[config.mk]
export PLATFORM = sky130hd
export DESIGN_NAME = axi_wr_resp
export DESIGN_NICKNAME = d
export VERILOG_FILES = /design/src/rtl/axi_pkg.sv /design/src/rtl/axi_wr_addr_gen.sv /design/src/rtl/axi_wr_resp.sv
export SDC_FILE = /design/constraint.sdc
export NUM_CORES = 1
export LEC_CHECK = 0
export CAP_MARGIN = 10
export CORE_MARGIN = 2
export CORE_UTILIZATION = 34
export DETAILED_ROUTE_END_ITERATION = 7
export PLACE_DENSITY = 0.91
export SETUP_SLACK_MARGIN = 0.5
export SLEW_MARGIN = 20
export SYNTH_ARGS = -nofsm -noshare
export SYNTH_HDL_FRONTEND = slang
export SYNTH_SLANG_ARGS = --single-unit
[constraint.sdc]
create_clock -name clk -period 3.65 [get_ports clk]
set_input_delay 0.5475 -clock clk [delete_from_list [all_inputs] [get_ports clk]]
set_output_delay 0.5475 -clock clk [all_outputs]
set_load 0.03 [all_outputs]
[src/rtl/axi_pkg.sv]
// Shared constants and types for the AXI4 write responder.
package axi_pkg;

    localparam logic [1:0] BURST_FIXED = 2'b00;
    localparam logic [1:0] BURST_INCR  = 2'b01;
    localparam logic [1:0] BURST_WRAP  = 2'b10;

    localparam logic [1:0] RESP_OKAY   = 2'b00;
    localparam logic [1:0] RESP_SLVERR = 2'b10;

    typedef enum logic [1:0] {
        ST_IDLE = 2'd0,
        ST_DATA = 2'd1,
        ST_RESP = 2'd2
    } wr_state_e;

    // WRAP and the reserved encoding are rejected, as is any beat size other than full width.
    function automatic logic aw_is_err(input logic [1:0] burst,
                                       input logic [2:0] size,
                                       input logic [2:0] beat_size);
        return (burst == BURST_WRAP) || (burst == 2'b11) || (size != beat_size);
    endfunction

endpackage

[src/rtl/axi_wr_addr_gen.sv]
// Word-address generator: holds the burst start word and burst type, steps once per beat.
import axi_pkg::*;

module axi_wr_addr_gen #(
    parameter int MEM_AW = 12
) (
    input  logic              clk,
    input  logic              rst,
    input  logic              i_load,
    input  logic [MEM_AW-1:0] i_addr,
    input  logic [1:0]        i_burst,
    input  logic              i_step,
    output logic [MEM_AW-1:0] o_addr
);

    logic [MEM_AW-1:0] r_addr;
    logic [1:0]        r_burst;

    // INCR wraps naturally at 2^MEM_AW; every other burst type holds the address.
    always_ff @(posedge clk) begin
        if (rst) begin
            r_addr  <= '0;
            r_burst <= BURST_FIXED;
        end else if (i_load) begin
            r_addr  <= i_addr;
            r_burst <= i_burst;
        end else if (i_step && (r_burst == BURST_INCR)) begin
            r_addr  <= r_addr + MEM_AW'(1);
        end
    end

    assign o_addr = r_addr;

endmodule

[src/rtl/axi_wr_resp.sv]
// AXI4 write-channel responder: one burst at a time, one SRAM write per accepted W beat.
// Optional macro AXI_WR_RESP_WLAST_CHK_EN flags bursts whose s_wlast disagrees with the beat count.
import axi_pkg::*;

module axi_wr_resp #(
    parameter int AW     = 32,
    parameter int DW     = 64,
    parameter int IDW    = 4,
    parameter int MEM_AW = 12
) (
    input  logic              clk,
    input  logic              rst,
    input  logic [IDW-1:0]    s_awid,
    input  logic [AW-1:0]     s_awaddr,
    input  logic [7:0]        s_awlen,
    input  logic [2:0]        s_awsize,
    input  logic [1:0]        s_awburst,
    input  logic              s_awvalid,
    output logic              s_awready,
    input  logic [DW-1:0]     s_wdata,
    input  logic [DW/8-1:0]   s_wstrb,
    input  logic              s_wlast,
    input  logic              s_wvalid,
    output logic              s_wready,
    output logic [IDW-1:0]    s_bid,
    output logic [1:0]        s_bresp,
    output logic              s_bvalid,
    input  logic              s_bready,
    output logic              mem_we,
    output logic [MEM_AW-1:0] mem_addr,
    output logic [DW-1:0]     mem_wdata,
    output logic [DW/8-1:0]   mem_wstrb
);

    localparam int         SHIFT     = $clog2(DW/8);
    localparam logic [2:0] BEAT_SIZE = 3'(SHIFT);

    wr_state_e         r_state;
    wr_state_e         w_next;
    logic [IDW-1:0]    r_id;
    logic [7:0]        r_len;
    logic [7:0]        r_cnt;
    logic              r_err;
    logic              w_aw_hs;
    logic              w_w_hs;
    logic              w_b_hs;
    logic              w_last_beat;
    logic              w_wlast_bad;
    logic [MEM_AW-1:0] w_word;
    logic [MEM_AW-1:0] w_cur_addr;
    logic              w_unused;

    assign w_word      = s_awaddr[SHIFT +: MEM_AW];
    assign w_last_beat = (r_cnt == r_len);

    assign s_awready = ~rst & (r_state == ST_IDLE);
    assign s_wready  = ~rst & (r_state == ST_DATA);
    assign s_bvalid  = ~rst & (r_state == ST_RESP);
    assign s_bid     = r_id;
    assign s_bresp   = r_err ? RESP_SLVERR : RESP_OKAY;

    assign w_aw_hs = s_awvalid & s_awready;
    assign w_w_hs  = s_wvalid & s_wready;
    assign w_b_hs  = s_bvalid & s_bready;

`ifdef AXI_WR_RESP_WLAST_CHK_EN
    // The offending beat itself is suppressed along with the rest of the burst.
    assign w_wlast_bad = s_wlast != w_last_beat;
    assign w_unused    = ^{s_awaddr};
`else
    assign w_wlast_bad = 1'b0;
    assign w_unused    = ^{s_awaddr, s_wlast};
`endif

    // Memory port is combinational off the W handshake so the write lands in the beat's cycle.
    assign mem_we    = w_w_hs & ~r_err & ~w_wlast_bad;
    assign mem_addr  = w_cur_addr;
    assign mem_wdata = s_wdata;
    assign mem_wstrb = s_wstrb;

    axi_wr_addr_gen #(
        .MEM_AW (MEM_AW)
    ) u_addr_gen (
        .clk     (clk),
        .rst     (rst),
        .i_load  (w_aw_hs),
        .i_addr  (w_word),
        .i_burst (s_awburst),
        .i_step  (w_w_hs),
        .o_addr  (w_cur_addr)
    );

    // State register.
    always_ff @(posedge clk) begin
        if (rst) begin
            r_state <= ST_IDLE;
        end else begin
            r_state <= w_next;
        end
    end

    // Next-state logic.
    always_comb begin
        w_next = r_state;
        case (r_state)
            ST_IDLE: begin
                if (w_aw_hs) begin
                    w_next = ST_DATA;
                end else begin
                    w_next = ST_IDLE;
                end
            end
            ST_DATA: begin
                if (w_w_hs && w_last_beat) begin
                    w_next = ST_RESP;
                end else begin
                    w_next = ST_DATA;
                end
            end
            ST_RESP: begin
                if (w_b_hs) begin
                    w_next = ST_IDLE;
                end else begin
                    w_next = ST_RESP;
                end
            end
            default: w_next = ST_IDLE;
        endcase
    end

    // Burst context: ID, length, beat counter and sticky error flag.
    always_ff @(posedge clk) begin
        if (rst) begin
            r_id  <= '0;
            r_len <= 8'd0;
            r_cnt <= 8'd0;
            r_err <= 1'b0;
        end else if (w_aw_hs) begin
            r_id  <= s_awid;
            r_len <= s_awlen;
            r_cnt <= 8'd0;
            r_err <= aw_is_err(s_awburst, s_awsize, BEAT_SIZE);
        end else if (w_w_hs) begin
            r_cnt <= r_cnt + 8'd1;
            r_err <= r_err | w_wlast_bad;
        end
    end

endmodule

==> summary.txt, run 1 <==
Layout
  • Share of cells above drive strength 1: 9.89%
  • Reg area: between 700 and 800 sq um
  • Diode count: 0
  • Design area: 0.00255 sq mm
  • Final #Nets: 391
  • Fillers: 709
  • Area Growth Syn to Fin: 5.39%
  • Area taken by multi-input logic gates: 0.00102 sq mm
  • Most common cell after layout, fill and taps aside: clkdlybuf4s50_1
  • Most frequent cells in the layout: clkdlybuf4s50_1, dfxtp_1, nand2_1
  • Final core occ: between 30% and 40%

Worst hold path
  • Worst hold path depth: 2
  • Worst Hold Class: reg -> reg

Place
  • DP Area: 0.00245 sq mm
  • Port bufs: 54
  • GP Congestion: between 0.8 and 0.9
  • DPL Wire Length: roughly 3.8 mm

Critical path
  • Critical Path RT: 3100 ps
  • CP Launch Type: input pin
  • CP max stage delay: approximately 460 ps
  • Critical path, cell by cell: clkdlybuf4s50_1 > buf_4 > nand4bb_4 > nor2_1 > buf_4
  • Critical path type: in -> out
  • Crit path max fanout: 33
  • Data arrival, critical path: 2140 ps
  • Slowest CP cell: nand4bb_4
  • R2R depth: 3
  • CP most frequent cell: buf_4
  • Critical Path End Type: primary output

Yosys
  • Syn nets: 414
  • Mean post-synth cell area: about 8.5 sq um
  • Netlist cell types: 42
  • Number of synthesized register bits: 37
  • Post-Synthesis Cell Area: 0.00242 sq mm
  • Cells after synthesis: ~290
  • Yosys warning count: 0
  • Seq/Total Area, Yosys: 30.7%

Route
  • Initial DRC Count: 61
  • Detailed Routing Iterations Pass 1: 4
  • Total Routed Length: 5.06 mm
  • WL/cell: 14.1 microns
  • DR vias/cell: slightly below 5
  • DRC: 0
  • Vias: 1736
  • Routed Antenna Nets: 0

STA
  • Final Hold Slack: 455 ps
  • Fin crit period: 2690 ps
  • Final worst path period share: 73.6%
  • Peak Freq: 0.372 GHz
  • Max Slew Vio Count: 0
  • Fin. Hold Viols: 0
  • Setup TNS: 0 ps
  • Setup Skew: 9.08 ps
  • RSZ-0062 raised after global routing: false
  • # setup viols final: 0

Run
  • Max capacitance violation total: 0

Pwr
  • Max VDD drop: 122 uV
  • Leak pwr: roughly 0.86 nW
  • PD cells: 352 mW/mm^2

Run status
  • Status: finished, final reports clean

Floorplanning
  • Die Height: 88.3 microns
  • Die area: roughly 0.0078 sq mm
  • Top-Level Pins: roughly 220
  • Num rows: 30
  • Core footprint: 0.00683 sq mm
  • Starting density of the core: 35.4%
  • Die Width: between 80 and 90 microns

GRT
  • Global-route wire length before repair: 8.27 mm
  • Largest net degree at the start of global routing: 39
  • Gr usage total: a little over an eighth
  • Vias in the first global route: 1783
  • Total gr overflow: 0
  • Initial antenna violation count: 0

Clock network
  • H-tree levels: 2
  • # Post-CTS Setup Buffers: 0
  • Worst-path clk slew: 70 ps
  • Cts bufs inserted: 5
  • Worst-case clock buffer depth: 2
  • Clk_lat worst skew: 280 ps
  • Cts hold-fix bufs: 0
  • Root buf cell: clkbuf_8
  • CTS-repair resized insts: 0
  • Clock sinks: 37
  • CTS tree: done
## metrics by stage
step / instances / total power, mW / worst slack (ps)
CTS: 359 / 0.909 / 927
detailed placement: 351 / 0.626 / 931
global route: 359 / 0.950 / 828
finish: 359 / 0.897 / 962
global placement: 351 / 0.622 / 921
floorplan: 285 / 0.698 / 1410
## report_power, final
group / total (mW) / internal [mW] / switching, mW / leakage [nW]
Combinational: 0.170 / 0.0857 / 0.0847 / 0.505
Clock: 0.282 / 0.135 / 0.147 / 0.0481
Sequential: 0.445 / 0.423 / 0.0219 / 0.302
Total: 0.897 / 0.644 / 0.253 / 0.855
## cells in the mapped netlist, drive strengths merged
| library cell | number | area share [%] |
|---|---|---|
| buf | 84 | 26 |
| dfxtp | 37 | 31 |
| nand2 | 33 | 5.1 |
| nor2 | 23 | 3.6 |
| a21oi | 17 | 3.5 |
| xnor2 | 16 | 5.8 |
| a211oi | 10 | 3.1 |
| nand4 | 8 | 2.1 |
| nor3 | 8 | 2.8 |
| nor4 | 6 | 2.6 |
| xor2 | 5 | 1.8 |
| and3 | 3 | 0.98 |
| clkbuf | 3 | 0.47 |
| inv | 3 | 0.47 |
| nand3 | 3 | 0.62 |
| nand3b | 3 | 1.1 |
| ha | 2 | 1.0 |
| nand4b | 2 | 0.73 |
| nor3b | 2 | 0.62 |
| nor4bb | 2 | 0.83 |
| a221o | 1 | 0.41 |
| a311oi | 1 | 0.62 |
| a31o | 1 | 0.36 |
| a31oi | 1 | 0.26 |
| and2 | 1 | 0.26 |
| and4 | 1 | 0.47 |
| conb | 1 | 0.16 |
| mux2i | 1 | 0.41 |
| nand4bb | 1 | 1.1 |
| nor2b | 1 | 0.26 |
| o21a | 1 | 0.31 |
| o21ai | 1 | 0.21 |
| or2b | 1 | 0.31 |
| or3 | 1 | 0.26 |
| or4b | 1 | 0.57 |
## worst paths after layout
kind / to / startpoint / slack (ps)
setup / recovery: mem_we / rst / 960
hold / removal: s_bid[3]$_SDFFE_PP0P_ / s_bid[3]$_SDFFE_PP0P_ / 450
setup reg to reg: r_cnt[5]$_SDFFE_PP0P_ / r_state[0]$_SDFF_PP0_ / 1880
hold reg to reg: s_bid[3]$_SDFFE_PP0P_ / s_bid[3]$_SDFFE_PP0P_ / 450
## logic make-up after synthesis
family | count (synthesis) | share of synthesized area (%)
other | 1 | 0.155
XOR/XNOR | 21 | 7.61
flip-flops | 37 | 30.7
AO/OA/AOI/OAI | 33 | 8.80
adder cells (fa/ha/maj) | 2 | 1.04
buffers and inverters | 90 | 27.0
multiplexers | 1 | 0.414
AND/OR/NAND/NOR | 100 | 24.3
## registers in the layout, summed over array words and instances, names as in the netlist
signal,flops
r_cnt,8
r_state,2
u_addr_gen.o_addr,12
s_bid,4
u_addr_gen.r_burst,2
r_err,1
r_len,8
## area by class of cell
class / count / area share, %
Multi-Input combinational cell: 158 / 40.1
Sequential cell: 37 / 29.1
Timing Repair Buffer: 57 / 22.0
Tap cell: 96 / 4.72
Clock buffer: 5 / 2.70
Clock inverter: 3 / 0.885
Inverter: 3 / 0.442
## layer usage
metal | part of all wire, % | up-vias | global-route usage [%] | wire length (microns)
met2 | 48 | 55 | 21.5 | 2450
met5 | 0 | - | 0 | 0
met1 | 41 | 794 | 15.9 | 2070
met3 | 6.3 | 40 | 3.45 | 317
met4 | 4.3 | 0 | 8.54 | 220
li1 | - | 847 | - | -
## critical path, delay by kind of cell
family	cells	cell delay [ps]
buffers and inverters	3	910
AND/OR/NAND/NOR	2	680
No activity file was read; power rests on OpenSTA's default activity.
==> inputs of run 2 (changes only) <==
CORE_UTILIZATION = 31   (was 34)
PLACE_DENSITY = 0.84   (was 0.91)
clock period = 2.6 ns   (was 3.65 ns; I/O delays follow)
==> run 2 against run 1 <==
Worst hold slack improved by 0.72 ps. Register-to-register slack got worse by 990 ps. Sequential share of layout area fell by 0.74 points. Final cell count rose by 3.1%. Clock power rose by 82%. Highest routed layer unchanged.
==> summary.txt, run 2 (synthesis results as in run 1) <==
Pwr
  • PD cells: 530 mW/mm^2 (+50%)
  • Leak pwr: 0.892 nW (+4.3%)
  • Max VDD drop: 170 uV (+40%)

Critical path
  • Critical path, cell by cell: clkdlybuf4s50_1 > buf_4 > nor3b_1 > buf_4
  • Reg2reg start: r_state[0]$_SDFF_PP0_
  • Critical Path End Type: primary output
  • Data arrival, critical path: 1620 ps (-520 ps)
  • CP most frequent cell: buf_4
  • Critical path's top delay family: buffers and inverters
  • CP Launch Type: input pin
  • Worst path bufs/invs: 3 (unchanged)
  • Critical path type: in -> out
  • Slowest CP cell: clkdlybuf4s50_1
  • Crit path max fanout: 20 (-39%)
  • Crit path from: rst
  • Critical Path RT: 2210 ps (-890 ps)
  • CP max stage delay: 520 ps (+60 ps)

Clock network
  • Worst-case clock buffer depth: 2 (unchanged)
  • Clock sinks: 37 (unchanged)
  • CTS tree: done
  • H-tree levels: 2 (unchanged)
  • Cts bufs inserted: 5 (unchanged)
  • CTS-repair resized insts: 0 (unchanged)
  • Clk_lat worst skew: 290 ps (about the same)
  • Cts hold-fix bufs: 0 (unchanged)
  • Root buf cell: clkbuf_8
  • Worst-path clk slew: 70 ps (about the same)
  • # Post-CTS Setup Buffers: 3 (+3)

STA
  • Fin. Hold Viols: 0 (unchanged)
  • Fin crit period: 2010 ps
  • Max Slew Vio Count: 0 (unchanged)
  • # setup viols final: 0 (unchanged)
  • Setup TNS: 0 ps (unchanged)
  • Setup Skew: 5.45 ps (-3.63 ps)
  • Final worst path period share: 77.3%
  • Peak Freq: between 0.4 and 0.5 GHz
  • RSZ-0062 raised after global routing: false
  • Setup slack after layout: 590 ps (-372 ps)

Route
  • Routed Antenna Nets: 0 (unchanged)
  • Vias: 1749 (+0.75%)
  • DR vias/cell: 4.73 (-2.2%)
  • Initial DRC Count: 64 (+4.9%)
  • Detailed Routing Iterations Pass 1: 4 (unchanged)
  • WL/cell: 14.1 microns (-0.15%)
  • DRC: 0 (unchanged)
  • Total Routed Length: 5.21 mm (+2.9%)

Layout
  • Most common cell after layout, fill and taps aside: clkdlybuf4s50_1
  • Share of cells above drive strength 1: 12.7% (+2.8 points)
  • Fillers: 785 (+11%)
  • Diode count: 0 (unchanged)
  • Post-route insts no fill: 370 (+3.1%)
  • Area Growth Syn to Fin: 8.13%
  • Final #Nets: 396 (+1.3%)
  • Most frequent cells in the layout: clkdlybuf4s50_1, dfxtp_1, nand2_1
  • Max reg flops: 12 (unchanged)

Run status
  • Status: finished, final reports clean

GRT
  • Total gr overflow: 0 (unchanged)
  • Vias in the first global route: 1770 (-0.73%)
  • Initial antenna violation count: 0 (unchanged)
  • Largest net degree at the start of global routing: 26 (-33%)
  • Gr usage total: 12.6% (-0.78 points)
  • Global-route wire length before repair: 8.51 mm (+2.9%)

Worst hold path
  • Hold Path Origin: s_bid[0]$_SDFFE_PP0P_
  • Worst Hold Class: reg -> reg

Floorplanning
  • Die Width: 92.3 microns (+4.5%)
  • Die Height: 92.3 microns (+4.5%)
  • Die area: 0.00852 sq mm (+9.2%)
  • Top-Level Pins: 221 (unchanged)
  • Num rows: 32 (+6.7%)
  • Core footprint: 0.00765 sq mm (+12%)
  • Starting density of the core: 31.6% (-3.8 points)

Place
  • Placed insts: 359 (+2.3%)
  • Dpl ws: 318 ps (-613 ps)
  • GP Congestion: 0.840 (+1.5%)
  • Port bufs: 54 (unchanged)
  • DPL Wire Length: 3.78 mm (+0.68%)

Run
  • Max capacitance violation total: 0 (unchanged)
## run 2: worst paths after layout
check | to | slack (ps) | depth (start not counted)
setup / recovery | s_bvalid | 590 | 4
hold reg to reg | s_bid[0]$_SDFFE_PP0P_ | 460 | 2
hold / removal | s_bid[0]$_SDFFE_PP0P_ | 460 | 2
setup reg to reg | r_cnt[6]$_SDFFE_PP0P_ | 890 | 3
## run 2: area by class of cell
type | count | area, sq um | area share, %
well taps | 102 | 128 | 4.89
flip-flops and latches | 37 | 741 | 28.4
clock inverters | 2 | 37.5 | 1.44
inverters | 3 | 11.3 | 0.431
clock buffers | 6 | 82.6 | 3.16
multi-input cells | 158 | 1020 | 39.1
repair buffers | 62 | 591 | 22.6
## run 2: where the power goes
part / total [mW] / switching, mW / internal, mW
sequential: 0.624 / 0.0305 / 0.594
clock: 0.514 / 0.202 / 0.312
combinational: 0.247 / 0.123 / 0.124
total: 1.39 / 0.356 / 1.03
## run 2: metal layers
layer	routed length [microns]	up-vias	global-route usage [%]	share of wire, %
li1	-	848	-	-
met1	2120	818	13.8	41
met2	2620	54	22.4	50
met3	257	29	2.55	4.9
met4	213	0	7.59	4.1
met5	0	-	0	0
## run 2: tightest hold or removal path: cells and delay by family (launching register included)
family | cells | cell delay [ps]
AND/OR/NAND/NOR | 1 | 50
AO/OA/AOI/OAI | 1 | 50
flip-flops | 1 | 310
## run 2: stage by stage
stage | utilization [%] | instance area, sq um | hold slack [ps] | power [mW]
6_report | 34.2 | 2610 | 456 | 1.39
4_1_cts | 34.2 | 2610 | 459 | 1.40
2_1_floorplan | - | 2420 | 450 | 0.980
3_3_place_gp | 32.3 | 2470 | 446 | 0.876
5_1_grt | 34.2 | 2610 | 483 | 1.45
3_5_place_dp | 32.3 | 2470 | 449 | 0.881
